**src/rtl/knight_fade.sv**
```systemverilog
// knight_fade: eight-LED flasher; each LED snaps to full brightness when its pattern bit is set,
// then fades linearly to off and is driven through a shared PWM. Define KNIGHT_FADE_GAMMA_EN for a square-law duty curve.
module knight_fade #(
  parameter int PWM_BITS  = 4,
  parameter int DECAY_DIV = 1024
) (
  input  logic       ck,
  input  logic       res,
  input  logic [7:0] in,
  output logic [7:0] led
);

  localparam logic [PWM_BITS-1:0] MAX   = '1;
  localparam int                  DW    = (DECAY_DIV > 1) ? $clog2(DECAY_DIV) : 1;
  localparam logic [DW-1:0]       DLAST = DW'(DECAY_DIV - 1);

  logic [DW-1:0]       dcnt;
  logic [PWM_BITS-1:0] pcnt;
  logic [PWM_BITS-1:0] bright [8];
  logic                tick;

  // One decay step that sticks at zero instead of wrapping.
  function automatic logic [PWM_BITS-1:0] dec_sat(input logic [PWM_BITS-1:0] b);
    return (b == '0) ? b : b - PWM_BITS'(1);
  endfunction

  function automatic logic [PWM_BITS-1:0] to_cmp(input logic [PWM_BITS-1:0] b);
`ifdef KNIGHT_FADE_GAMMA_EN
    logic [2*PWM_BITS-1:0] sq;
    sq = {{PWM_BITS{1'b0}}, b} * {{PWM_BITS{1'b0}}, b};
    return sq[2*PWM_BITS-1:PWM_BITS];
`else
    return b;
`endif
  endfunction

  assign tick = (dcnt == DLAST);

  // Stage 1: brightness registers; Stage 2: PWM compare into the led register.
  always_ff @(posedge ck) begin
    if (!res) begin
      dcnt <= '0;
      pcnt <= '0;
      led  <= '0;
      for (int i = 0; i < 8; i++) bright[i] <= '0;
    end else begin
      dcnt <= tick ? '0 : dcnt + DW'(1);
      pcnt <= pcnt + PWM_BITS'(1);
      for (int i = 0; i < 8; i++) begin
        led[i] <= (bright[i] == MAX) || (pcnt < to_cmp(bright[i]));
        if (in[i])
          bright[i] <= MAX;
        else if (tick)
          bright[i] <= dec_sat(bright[i]);
      end
    end
  end

endmodule
```
**config.mk**
```make
export PLATFORM = sky130hd
export DESIGN_NAME = knight_fade
export DESIGN_NICKNAME = d
export VERILOG_FILES = /design/src/rtl/knight_fade.sv
export SDC_FILE = /design/constraint.sdc
export NUM_CORES = 1
export LEC_CHECK = 0
export CORE_MARGIN = 5
export CORE_UTILIZATION = 25
export CTS_CLUSTER_DIAMETER = 150
export DETAILED_ROUTE_END_ITERATION = 12
export GPL_TIMING_DRIVEN = 0
export SLEW_MARGIN = 20
export SYNTH_ARGS = -nofsm -noshare
export SYNTH_HDL_FRONTEND = slang
export SYNTH_SLANG_ARGS = --single-unit
export TNS_END_PERCENT = 5
```
**constraint.sdc**
```tcl
create_clock -name ck -period 2.5 [get_ports ck]
set_clock_uncertainty 0.2 [all_clocks]
set_input_delay 0.5 -clock ck [delete_from_list [all_inputs] [get_ports ck]]
set_output_delay 0.5 -clock ck [all_outputs]
set_load 0.01 [all_outputs]
```
* Yosys cells after proc, flatten, opt, wreduce, memory -nomap -nowiden
Memory sizes are Yosys's and may differ from the RTL's. Cells that the tools add are included.
Word-level totals: flip-flop bits (word level) 22, latch bits 0, RAM bits 32, bits in read-only memories 0, input bits 10, output and inout port bits 8, word-level logic and storage cells 139, memories kept 1
Memories:
- bright | words 8, width 4, read ports 8, clocked after Yosys merged registers in 0, wr ports 8, line 19 | logic [PWM_BITS-1:0] bright [8];
Operators by class: add/sub/neg operators 10, multipliers 0, divide/modulo/power cells 0, $lt $le $gt $ge 8, eq/ne operators 9, shift-type cells 0, muxes and demuxes 74, bitwise operators 17, reductions and logical operators 17
Operator list (number):
- $mux W4 | 24
- $mux W1 | 50
- $eq A4 B4 Y1 const B | 8
- $logic_not A4 Y1 | 8
- $lt A4 B4 Y1 | 8
- $sub A4 B1 Y4 const B | 8
- $or A1 B1 Y1 | 16
- $add A10 B1 Y10 const B | 1
- $eq A10 B10 Y1 const B | 1
- $logic_or A1 B1 Y1 | 8
- $add A4 B1 Y4 const B | 1
- $reduce_or A2 Y1 | 1
- $not A1 Y1 | 1

* Logic depth before layout (Yosys ltp)
depth after elaboration 6, depth in mapped cells 6

* Worst setup path after synthesis
Ideal clock, no wire load.
path type reg-to-reg, start reg dcnt[0], end mem bright[6][2] (netlist: bright[1][10]), enable pin, setup time 0.361 ns, arrival 1.676 ns, required time 1.939 ns, setup slack 0.263 ns, cell stages (with the launch flop) 7, path buffers 2, period minus slack after synthesis 2.237 ns, path through dfxtp_1 > ha_1 > nand4_4 > or3_1 > buf_6 > buf_6 > o21ai_0
RTL lines:
- start: declaration | line 17 | logic [DW-1:0] dcnt;
- start signal: assignment | line 47 | dcnt <= tick ? '0 : dcnt + DW'(1);
- end: declaration | line 19

==> results.sh <==
export IMPL_synth_compound_area_share_pct=20.0
export IMPL_crit_type="in2reg"
export IMPL_r2r_slack_ns=0.14
export IMPL_rr_endpoint="bright[1][0]"
export IMPL_cts_root_buf="clkbuf_16"
export IMPL_cts_sinks=54
export IMPL_grt_pass1_wl_um=12600
export IMPL_post_drt_via_cell_ratio=4.82
export IMPL_critPathMaxFanout=10
export IMPL_hold_violations=0
export IMPL_p_leak_nw=1.58
export IMPL_grt_pass1_vias=2605
export IMPL_clkTransAtPathRegs_ns=0.07
export IMPL_final_cell_mix="ha_1 (49), inv_1 (41), edfxtp_1 (32), o31ai_1 (26), dfxtp_1 (22)"
export IMPL_power_density_mw_per_mm2=534
export IMPL_worstSkewPairLatency_ns=0.29
export IMPL_nFillCells=1345
export IMPL_clock_power_share_pct=33.3
export IMPL_synth_seq_cells=54
export IMPL_p_seq_share_pct=50.6
export IMPL_p_switching_uw=539
export IMPL_dp_hpwl_um=5480
export IMPL_port_buffers=17
export IMPL_synth_top_family_by_area="compound AO/OA/AOI/OAI gates"
export IMPL_cp_arrival_ns=2.15
export IMPL_slew_viol_final=0
export IMPL_synth_xor_area_share_pct=3.85
export IMPL_synthCells=327
export IMPL_max_slew_margin_rel_pct=48.5
export IMPL_worst_hold_path_endpoint="dcnt[0]"
export IMPL_initial_core_util_pct=25.6
export IMPL_period_share_pct=95.8
export IMPL_cts_buffers=5
export IMPL_ios=18
export IMPL_hold_class="reg2reg"
export IMPL_wl_per_cell_um=14.2
export IMPL_antenna_found_initial=0
export IMPL_synth_edf_count=32
export IMPL_yosys_warnings=0
export IMPL_fmax_mhz=417
export IMPL_placed_cells=520
export IMPL_whs_path_depth=1
export IMPL_p_comb_share_pct=16.1
export IMPL_synth_flop_cell="edfxtp_1"
export IMPL_critPathLaunchType="input pin"
export IMPL_cts_tree="done"
export IMPL_dr_pass1_iters=4
export IMPL_critical_path_required_ns=2.25
export IMPL_grt_usage_pct=9.61
export IMPL_synth_simple_area_share_pct=10.0
export IMPL_yosys_area_share_adder_pct=18.4
export IMPL_r2r_cells=6
export IMPL_yosysSeqAreaShare_pct=41.1
export IMPL_rsz0062_at_grt="false"
export IMPL_area_growth_pct=16.2
export IMPL_rr_startpoint="dcnt[0]"
export IMPL_yosysUniqueCellTypes=32
export IMPL_synthMuxAreaShare_pct=0
export IMPL_final_common_cell="ha_1"
export IMPL_die_w_um=127
export IMPL_setup_worst_path_end_class="flop"
export IMPL_grt_max_degree=16
export IMPL_htree_levels=2
export IMPL_fin_util_pct=29.8
export IMPL_place_congestion=0.768
export IMPL_final_instance_count_excl_fill=529
export IMPL_ant_nets=0
export IMPL_synth_avg_cell_area_um2=10.4
export IMPL_total_power_mw=2.11
export IMPL_rows=42
export IMPL_p_int_mw=1.57
export IMPL_drv_cap=0
export IMPL_vias=2549
export IMPL_async_flop_share_pct=0
export IMPL_drc=0
export IMPL_status="completed"
export IMPL_overflow=0
export IMPL_drtIter0Drc=223
export IMPL_setup_viol=0
export IMPL_whs_ns=0.281
export IMPL_min_period_ns=2.40
export IMPL_drive_above_1_share_pct=5.67
export IMPL_drt_total_wl_um=7530
export IMPL_die_area_mm2=0.0161
export IMPL_cts_buffer_depth=2
export IMPL_tightest_slew_ns=0.772
export IMPL_syn_area_mm2=0.00341
export IMPL_switching_share_pct=25.5
export IMPL_ir_drop_mv=0.229
export IMPL_fin_nets=412
export IMPL_hp_start="dcnt[0]"
export IMPL_postSynthNetCount=387
export IMPL_die_h_um=127
export IMPL_postCtsHoldBufs=0
export IMPL_antenna_cells=0
export IMPL_core_area_mm2=0.0133
[routing by layer]
layer / vias to the layer above / track usage, % / wire length, um
li1: 1271 / - / -
met1: 1219 / 11.8 / 3290
met2: 53 / 17.0 / 3810
met3: 6 / 1.51 / 336
met4: 0 / 3.53 / 91
met5: - / 0 / 0
[layout make-up]
cell class	count	area (um^2)	area share, %
plain buffers	11	72.6	1.83
clock buffers	7	144	3.63
clock inverters	1	5.00	0.126
inverters	41	154	3.89
multi-input cells	221	1780	45.1
flip-flops and latches	54	1400	35.4
well taps	176	220	5.56
repair buffers	18	178	4.49
[cells in the mapped netlist, types with 2 or more instances]
library cell	n	share of area, %
a211oi_1	8	1.8
a21oi_1	20	2.9
a221oi_1	3	0.77
a221oi_2	3	1.3
a41oi_1	6	1.5
and3_1	9	1.7
buf_6	2	0.66
clkbuf_1	7	0.77
dfxtp_1	22	13
edfxtp_1	32	28
ha_1	50	18
inv_1	41	4.5
nand2_1	9	0.99
nand2b_1	8	1.5
nand3_1	13	1.9
nor2_1	9	0.99
nor3_1	2	0.29
nor4_1	2	0.37
o211ai_1	15	3.3
o21a_1	8	1.8
o21ai_0	5	0.73
o31ai_1	26	5.7
or3_1	4	0.73
or4_1	2	0.44
xnor2_1	12	3.1
xor2_1	3	0.77
[registers in the layout, summed over array words and instances (netlist names)]
register,flops
bright,32
dcnt,10
led,8
pcnt,4
[metrics by stage]
| step | area [um^2] | setup TNS [ns] | setup WS, ns |
|---|---|---|---|
| 2_1_floorplan | 3410 | 0 | 0.263 |
| 3_3_place_gp | 3800 | -4.37 | -0.285 |
| 3_5_place_dp | 3800 | -5.38 | -0.314 |
| 4_1_cts | 3950 | 0 | 0.0514 |
| 5_1_grt | 3960 | 0 | 0.0143 |
| 6_report | 3960 | 0 | 0.104 |
[worst max-delay path: stages]
cell             delay (ns)
clkdlybuf4s50_1        0.60
inv_1                  0.20
clkbuf_1               0.48
nor2_1                 0.12
o21ai_1                0.24
[power by group through the flow]
stage	logic (mW)	registers [mW]	clock network (mW)
after global routing	0.388	1.08	0.759
final	0.340	1.07	0.704
after CTS	0.343	1.07	0.729
after detailed placement	0.340	1.09	0
after floorplan	0.218	1.08	0
after global placement	0.325	1.09	0
[how the worst max path moves through the flow]
stage          startpoint             to  slack, ns  cells after the start
2_1_floorplan     dcnt[0]  bright[1][10]       0.26                      6
3_3_place_gp          res  bright[1][10]      -0.28                      5
3_5_place_dp          res   bright[1][8]      -0.31                      5
4_1_cts           dcnt[0]  bright[0][14]       0.05                      6
5_1_grt               res   bright[1][8]       0.01                      5
6_report              res   bright[1][8]       0.10                      5
[kinds of logic after synthesis]
kind of cell | Yosys count
and+or+nand+nor | 61
adders and majority gates | 50
DFF | 54
xor gates and xnor gates | 15
buffers and inverters | 52
AOI/OAI and AO/OA | 95
[timing repair]
item | 4_1_cts | 5_1_grt
pin swaps | 0 | 4
hold endpoints to repair | 0 | 0
gates resized for setup | 3 | 1
setup buffers | 0 | 1
setup endpoints to repair | 10 | 24
Power figures use the tool's default switching activity.
